[config.mk]
export PLATFORM = sky130hd
export DESIGN_NAME = dp_vpi_bridge_mc
export DESIGN_NICKNAME = d
export VERILOG_FILES = /design/src/rtl/dp_vpi_bridge_mc.sv
export SDC_FILE = /design/constraint.sdc
export NUM_CORES = 2
export LEC_CHECK = 0
export ABC_AREA = 0
export BUFFER_PORTS_ARGS = -buffer_cell sky130_fd_sc_hd__buf_2
export CAP_MARGIN = 5
export CORE_UTILIZATION = 46
export CTS_CLUSTER_DIAMETER = 120
export DETAILED_ROUTE_END_ITERATION = 7
export SYNTH_ARGS = -nofsm -noshare
export SYNTH_HDL_FRONTEND = slang
export SYNTH_SLANG_ARGS = --single-unit
[constraint.sdc]
create_clock -name clk_i -period 4.3 [get_ports clk_i]
set_input_delay 0.645 -clock clk_i [delete_from_list [all_inputs] [get_ports clk_i]]
set_output_delay 0.645 -clock clk_i [all_outputs]
set_load 0.005 [all_outputs]
[src/rtl/dp_vpi_bridge_mc.sv]
// Multi-channel DP<->VPI bridge: per-channel FWFT request/response FIFOs,
// round-robin merge into one tagged VPI request stage, tag-steered responses.
module dp_vpi_bridge_mc #(
  parameter int NUM_CH     = 4,
  parameter int CH_BITS    = 2,
  parameter int DATA_WIDTH = 32,
  parameter int ADDR_WIDTH = 31,
  parameter int TID_WIDTH  = 16,
  parameter int REQ_AW     = 2,
  parameter int RSP_AW     = 2,
  parameter int AFULL_LVL  = 3,
  parameter int REQ_W      = TID_WIDTH + 1 + ADDR_WIDTH + DATA_WIDTH,
  parameter int RSP_W      = TID_WIDTH + DATA_WIDTH
) (
  input  logic                      clk_i,
  input  logic                      rst_ni,
  input  logic [NUM_CH*REQ_W-1:0]   dp_req_data_i,
  input  logic [NUM_CH-1:0]         dp_req_wr_i,
  output logic [NUM_CH-1:0]         dp_req_full_o,
  output logic [NUM_CH-1:0]         dp_req_afull_o,
  output logic [REQ_W-1:0]          vpi_req_data_o,
  output logic [CH_BITS-1:0]        vpi_req_ch_o,
  output logic                      vpi_req_valid_o,
  input  logic                      vpi_req_rd_i,
  input  logic [RSP_W-1:0]          vpi_rsp_data_i,
  input  logic [CH_BITS-1:0]        vpi_rsp_ch_i,
  input  logic                      vpi_rsp_wr_i,
  output logic [NUM_CH-1:0]         vpi_rsp_full_o,
  output logic [NUM_CH*RSP_W-1:0]   dp_rsp_data_o,
  output logic [NUM_CH-1:0]         dp_rsp_valid_o,
  input  logic [NUM_CH-1:0]         dp_rsp_rd_i,
  output logic [2*NUM_CH-1:0]       err_ovf_o,
  output logic [NUM_CH:0]           err_unf_o
);

  localparam int REQ_DEPTH = 1 << REQ_AW;
  localparam int RSP_DEPTH = 1 << RSP_AW;
  localparam logic [REQ_AW:0] REQ_FULL_CNT  = (REQ_AW+1)'(REQ_DEPTH);
  localparam logic [REQ_AW:0] REQ_AFULL_CNT = (REQ_AW+1)'(AFULL_LVL);
  localparam logic [RSP_AW:0] RSP_FULL_CNT  = (RSP_AW+1)'(RSP_DEPTH);

  logic [NUM_CH-1:0] req_empty, req_pop, req_ovf_set;
  logic [REQ_W-1:0]  req_head [NUM_CH];
  logic [NUM_CH-1:0] rsp_ovf_set, rsp_unf_set;

  logic                load;
  logic                gnt_found;
  logic [CH_BITS-1:0]  gnt_ch, arb_idx;
  logic                out_valid_q;
  logic [REQ_W-1:0]    out_data_q;
  logic [CH_BITS-1:0]  out_ch_q, last_grant_q;
  logic [2*NUM_CH-1:0] err_ovf_q;
  logic [NUM_CH:0]     err_unf_q;

  for (genvar c = 0; c < NUM_CH; c++) begin : g_ch
    logic [REQ_AW-1:0] req_wp_q, req_rp_q;
    logic [REQ_AW:0]   req_cnt_q, req_cnt_d;
    logic [REQ_W-1:0]  req_mem_q [REQ_DEPTH];
    logic              req_full, req_push;
    logic [RSP_AW-1:0] rsp_wp_q, rsp_rp_q;
    logic [RSP_AW:0]   rsp_cnt_q, rsp_cnt_d;
    logic [RSP_W-1:0]  rsp_mem_q [RSP_DEPTH];
    logic              rsp_full, rsp_empty, rsp_push, rsp_pop, rsp_wr_sel;

    // Full is judged on registered count only, so a same-cycle pop never rescues a push.
    assign req_full         = (req_cnt_q == REQ_FULL_CNT);
    assign req_empty[c]     = (req_cnt_q == '0);
    assign req_push         = dp_req_wr_i[c] && !req_full;
    assign req_ovf_set[c]   = dp_req_wr_i[c] && req_full;
    assign req_head[c]      = req_mem_q[req_rp_q];
    assign dp_req_full_o[c]  = req_full;
    assign dp_req_afull_o[c] = (req_cnt_q >= REQ_AFULL_CNT);

    always_comb begin
      req_cnt_d = req_cnt_q;
      if (req_push && !req_pop[c])      req_cnt_d = req_cnt_q + (REQ_AW+1)'(1);
      else if (!req_push && req_pop[c]) req_cnt_d = req_cnt_q - (REQ_AW+1)'(1);
    end

    always_ff @(posedge clk_i or negedge rst_ni) begin
      if (!rst_ni) begin
        req_wp_q  <= '0;
        req_rp_q  <= '0;
        req_cnt_q <= '0;
      end else begin
        if (req_push)   req_wp_q <= req_wp_q + REQ_AW'(1);
        if (req_pop[c]) req_rp_q <= req_rp_q + REQ_AW'(1);
        req_cnt_q <= req_cnt_d;
      end
    end

    always_ff @(posedge clk_i) begin
      if (req_push) req_mem_q[req_wp_q] <= dp_req_data_i[c*REQ_W +: REQ_W];
    end

    assign rsp_wr_sel        = vpi_rsp_wr_i && (vpi_rsp_ch_i == CH_BITS'(c));
    assign rsp_full          = (rsp_cnt_q == RSP_FULL_CNT);
    assign rsp_empty         = (rsp_cnt_q == '0);
    assign rsp_push          = rsp_wr_sel && !rsp_full;
    assign rsp_pop           = dp_rsp_rd_i[c] && !rsp_empty;
    assign rsp_ovf_set[c]    = rsp_wr_sel && rsp_full;
    assign rsp_unf_set[c]    = dp_rsp_rd_i[c] && rsp_empty;
    assign vpi_rsp_full_o[c] = rsp_full;
    assign dp_rsp_valid_o[c] = !rsp_empty;
    // Memory is not reset, so the head is masked to keep the bus at zero when empty.
    assign dp_rsp_data_o[c*RSP_W +: RSP_W] = rsp_empty ? '0 : rsp_mem_q[rsp_rp_q];

    always_comb begin
      rsp_cnt_d = rsp_cnt_q;
      if (rsp_push && !rsp_pop)      rsp_cnt_d = rsp_cnt_q + (RSP_AW+1)'(1);
      else if (!rsp_push && rsp_pop) rsp_cnt_d = rsp_cnt_q - (RSP_AW+1)'(1);
    end

    always_ff @(posedge clk_i or negedge rst_ni) begin
      if (!rst_ni) begin
        rsp_wp_q  <= '0;
        rsp_rp_q  <= '0;
        rsp_cnt_q <= '0;
      end else begin
        if (rsp_push) rsp_wp_q <= rsp_wp_q + RSP_AW'(1);
        if (rsp_pop)  rsp_rp_q <= rsp_rp_q + RSP_AW'(1);
        rsp_cnt_q <= rsp_cnt_d;
      end
    end

    always_ff @(posedge clk_i) begin
      if (rsp_push) rsp_mem_q[rsp_wp_q] <= vpi_rsp_data_i;
    end
  end

  // Round-robin search starts one past the last granted channel.
  always_comb begin
    load      = !out_valid_q || vpi_req_rd_i;
    gnt_found = 1'b0;
    gnt_ch    = '0;
    arb_idx   = '0;
    for (int k = 1; k <= NUM_CH; k++) begin
      arb_idx = last_grant_q + CH_BITS'(k);
      if (!gnt_found && !req_empty[arb_idx]) begin
        gnt_found = 1'b1;
        gnt_ch    = arb_idx;
      end
    end
    for (int c = 0; c < NUM_CH; c++) begin
      req_pop[c] = load && gnt_found && (gnt_ch == CH_BITS'(c));
    end
  end

  always_ff @(posedge clk_i or negedge rst_ni) begin
    if (!rst_ni) begin
      out_valid_q  <= 1'b0;
      out_data_q   <= '0;
      out_ch_q     <= '0;
      last_grant_q <= CH_BITS'(NUM_CH - 1);
    end else if (load) begin
      if (gnt_found) begin
        out_valid_q  <= 1'b1;
        out_data_q   <= req_head[gnt_ch];
        out_ch_q     <= gnt_ch;
        last_grant_q <= gnt_ch;
      end else begin
        out_valid_q  <= 1'b0;
      end
    end
  end

  always_ff @(posedge clk_i or negedge rst_ni) begin
    if (!rst_ni) begin
      err_ovf_q <= '0;
      err_unf_q <= '0;
    end else begin
      err_ovf_q <= err_ovf_q | {rsp_ovf_set, req_ovf_set};
      err_unf_q <= err_unf_q | {vpi_req_rd_i && !out_valid_q, rsp_unf_set};
    end
  end

  assign vpi_req_valid_o = out_valid_q;
  assign vpi_req_data_o  = out_data_q;
  assign vpi_req_ch_o    = out_ch_q;
  assign err_ovf_o       = err_ovf_q;
  assign err_unf_o       = err_unf_q;

endmodule
==> impl_table.tex <==
\begin{tabular}{lr}
\hline
Metric & Value \\
\hline
\multicolumn{2}{l}{\textbf{Outcome}} \\
Run status & finished, final reports clean \\
\multicolumn{2}{l}{\textbf{Global routing}} \\
Total overflow reported by the global router & 0 \\
Global Route Usage Sum & 22.91\% \\
Vias in the first global route & 42.35k \\
Antenna violations before repair & 82 \\
First-pass GRT wire length & 303600 microns \\
Largest net degree at the start of global routing & 85 \\
\multicolumn{2}{l}{\textbf{Placement}} \\
Placer Congestion & 0.8364 \\
Number of port buffers & 685 \\
Setup WS pre-CTS & 1.154 ns \\
Placed wire-length estimate & 139600 microns \\
\multicolumn{2}{l}{\textbf{Timing}} \\
Max Clock Freq & 0.2703 GHz \\
Number of failing setup endpoints in the final timing report & 0 \\
Worst-case setup margin in the final layout & 0.6003 ns \\
Tightest Pin Transition & 0.9660 ns \\
Max-slew headroom & 35.60\% \\
Sum Neg Setup Slack & 0 ns \\
Unrepaired setup endpoints after global routing & false \\
Worst setup skew after layout & 0.04178 ns \\
Slew Limit Fails & 0 \\
Crit share post-route & 86.04\% \\
Final count of hold timing violations & 0 \\
Post-route minimum period & 3.700 ns \\
\multicolumn{2}{l}{\textbf{Min path}} \\
Class of the tightest hold or removal check & in -> reg \\
Hold Path Sink & err\_unf\_o[3]\$\_DFF\_PN0\_ \\
Hold Path Depth & 3 \\
Launch point of the worst hold path & dp\_rsp\_rd\_i[3] \\
\multicolumn{2}{l}{\textbf{Synth}} \\
Post-synthesis cell area & 0.08411 sq mm \\
Portion of the post-synthesis area used by sequential elements & 77.70\% \\
Adder-cell share of the synthesized area & 0.7854\% \\
Share of cell area taken by muxes after synthesis & 15.72\% \\
Leading post-synthesis cells by cell area & sky130\_fd\_sc\_hd\_\_edfxtp\_1, sky130\_fd\_sc\_hd\_\_mux4\_2, sky130\_fd\_sc\_hd\_\_dfrtp\_1 \\
Fraction of synthesized cell area in xor and xnor cells & 0.4998\% \\
Top cell type's share of synthesized area & 73.11\% \\
Distinct cell type count after synthesis & 43 \\
Mapped Cells & 3704 \\
Synthesized-area fraction occupied by ao, oa, aoi and oai cells & 1.583\% \\
Ys Warns & 0 \\
Post-synthesis net count & 4134 \\
Area leader, netlist & sky130\_fd\_sc\_hd\_\_edfxtp\_1 \\
Dominant combinational cell family by area after synthesis & multiplexers \\
Post-synthesis area per instance & 22.71 sq um \\
Synthesized flop and latch total & 2202 \\
Post-Synth Simple-Gate Area & 2.495\% \\
\multicolumn{2}{l}{\textbf{CTS}} \\
Count of instances resized after the clock tree is built & 0 \\
Register clock-pin slew on the reported worst setup and hold paths & 0.06 ns \\
Clock tree sinks & 2202 \\
Clk\_lat worst skew & 0.86 ns \\
CTS max path bufs & 3 \\
CTS HTree Levels & 4 \\
Buffer cell driving the clock tree root & sky130\_fd\_sc\_hd\_\_clkbuf\_16 \\
Num CTS Buffers & 219 \\
Clock tree from TritonCTS & done \\
\multicolumn{2}{l}{\textbf{Drt}} \\
Post-DRT Antenna Nets & 0 \\
Number of detailed-route iterations in the first pass & 5 \\
Vias per Instance & 5.561 \\
Detailed Route Iter0 Violations & 3464 \\
DRT Wirelength & 211200 microns \\
Routed via count & 41.34k \\
Remaining routing DRC violations & 0 \\
Average wire per cell in the routed design & 28.42 microns \\
\multicolumn{2}{l}{\textbf{Pwr}} \\
LEAKAGE & 34.59 nW \\
Power density normalized to cell area & 690.4 mW/mm\^{}2 \\
Maximum ir drop on the vdd rail & 0.8437 mV \\
\multicolumn{2}{l}{\textbf{Critical path}} \\
Setup slack on the worst flop-to-flop path & 1.17 ns \\
Data required time of the critical path & 3.65 ns \\
Critical path type & reg -> out \\
Nature of the critical path startpoint & flop \\
Worst Setup End Kind & primary output \\
Largest fanout of any net on the critical path & 36 \\
Worst R2R End & g\_ch[1].req\_cnt\_q[1]\$\_DFFE\_PN0P\_ \\
Length in cells of the worst reg-to-reg path & 8 \\
Reg2Reg Launch Point & last\_grant\_q[1]\$\_DFFE\_PN1P\_ \\
CP Data Arrival Time & 3.05 ns \\
\multicolumn{2}{l}{\textbf{Layout}} \\
Number of fillers in the final layout & 13.64k \\
Register cell area after layout & 0.06541 sq mm \\
Ratio of cells with drive above 1 in the final layout & 34.24\% \\
Synth-to-Final Area Change & 20.70\% \\
Net count, final & 5258 \\
Most used cells in the layout excluding fill and tap cells & sky130\_fd\_sc\_hd\_\_edfxtp\_1, sky130\_fd\_sc\_hd\_\_buf\_2, sky130\_fd\_sc\_hd\_\_mux4\_2 \\
Most common cell after layout, fill and taps aside & sky130\_fd\_sc\_hd\_\_edfxtp\_1 \\
Area taken by multi-input logic gates & 0.01785 sq mm \\
\multicolumn{2}{l}{\textbf{Run}} \\
Count of maximum capacitance violations & 0 \\
\multicolumn{2}{l}{\textbf{Floorplanning}} \\
Core area & 0.1811 sq mm \\
Row Count & 156 \\
Starting density of the core & 46.44\% \\
I/O Pins & 686 \\
Overall die area & 0.1846 sq mm \\
Vertical die dimension & 429.6 microns \\
Floorplan die width & 429.6 microns \\
\hline
\end{tabular}
## repair_timing
action | 4_1_cts | 5_1_grt
setup buffers | 0 | 0
hold buffers | 326 | 0
hold endpoints to repair | 1347 | 0
## power breakdown
part | internal (mW) | total, mW | switching, mW
Clock | 10.6 | 18.6 | 8.03
Sequential | 27.3 | 29.5 | 2.22
Combinational | 9.97 | 21.9 | 12.0
Total | 47.9 | 70.1 | 22.2
## cells in the mapped netlist (all sizes together)
| library cell | number |
|---|---|
| a211o | 1 |
| nor3 | 4 |
| dfstp | 2 |
| o21ai | 10 |
| a21o | 11 |
| o32ai | 1 |
| o22ai | 1 |
| a211oi | 2 |
| clkbuf | 137 |
| a221oi | 80 |
| mux2i | 160 |
| or4b | 1 |
| nand2b | 1 |
| a41o | 2 |
| edfxtp | 2048 |
| mux4 | 512 |
| nor2 | 92 |
| fa | 8 |
| ha | 40 |
| xor2 | 16 |
| nor3b | 10 |
| nor4bb | 1 |
| a311oi | 2 |
| dfrtp | 152 |
| inv | 32 |
| nand2 | 18 |
| o21bai | 6 |
| buf | 63 |
| nand3 | 8 |
| a21oi | 3 |
| xnor2 | 32 |
| nor2b | 6 |
| and2 | 225 |
| mux2 | 8 |
| or3 | 9 |
## sequential cells by signal (all words and copies together), names as in the netlist, 5 cells and up
| signal | cells |
|---|---|
| err_ovf_o | 8 |
| err_unf_o | 5 |
| g_ch.req_cnt_q | 12 |
| g_ch.req_mem_q | 1280 |
| g_ch.req_rp_q | 8 |
| g_ch.req_wp_q | 8 |
| g_ch.rsp_cnt_q | 12 |
| g_ch.rsp_mem_q | 768 |
| g_ch.rsp_rp_q | 8 |
| g_ch.rsp_wp_q | 8 |
| vpi_req_data_o | 80 |
## final cells by class
class,instances,share of cell area [%]
antenna,43,0.1060
clock inverter,113,1.057
timing repair buffer,1103,7.884
multi-input combinational,1270,17.59
tap,2370,2.921
clock buffer,301,5.901
inverter,32,0.1183
sequential,2202,64.43
## critical path: stages (launching register included)
cell and delay, ns:
sky130_fd_sc_hd__dfrtp_4 0.97, sky130_fd_sc_hd__buf_4 0.37, sky130_fd_sc_hd__mux4_2 0.52, sky130_fd_sc_hd__and2_1 0.18, sky130_fd_sc_hd__buf_2 0.12
## worst max path at each step
stage | start | end | depth (start not counted)
after floorplan | dp_req_wr_i[3] | g_ch[3].req_mem_q[0][0]$_DFFE_PP_ | 3
after global placement | last_grant_q[1]$_DFFE_PN1P_ | g_ch[1].req_cnt_q[1]$_DFFE_PN0P_ | 8
after detailed placement | last_grant_q[1]$_DFFE_PN1P_ | g_ch[3].req_cnt_q[1]$_DFFE_PN0P_ | 8
after CTS | g_ch[0].rsp_rp_q[0]$_DFFE_PN0P_ | dp_rsp_data_o[5] | 4
after global routing | g_ch[0].rsp_rp_q[0]$_DFFE_PN0P_ | dp_rsp_data_o[9] | 4
final | g_ch[0].rsp_rp_q[0]$_DFFE_PN0P_ | dp_rsp_data_o[5] | 4
## metal layers
layer,wire length [microns],vias up,GRT usage (%)
met4,6687,48,7.699
met1,84340,21980,30.03
met5,297,-,0
met3,12580,373,4.474
li1,-,17630,-
met2,107300,1321,38.49
## stage by stage
| step | std cells | util [%] | power [mW] | hold slack, ns | instance area (sq um) |
|---|---|---|---|---|---|
| after floorplan | 3704 | - | 42.92 | 0.3494 | 84110 |
| after global placement | 6651 | 50.29 | 51.82 | 0.4320 | 91090 |
| after detailed placement | 6651 | 50.29 | 52.07 | 0.4392 | 91090 |
| after CTS | 7391 | 55.99 | 70.99 | 0.004323 | 101400 |
| after global routing | 7422 | 56.03 | 73.02 | 0.06037 | 101500 |
| final | 7434 | 56.05 | 70.09 | 0.1032 | 101500 |
## logic make-up after synthesis
logic type,Yosys count
flip-flops,2202
buffers and inverters,232
multiplexers,680
AO/OA/AOI/OAI,119
XOR/XNOR,48
adder cells (fa/ha/maj),48
AND/OR/NAND/NOR,375
Power figures use the tool's default switching activity.
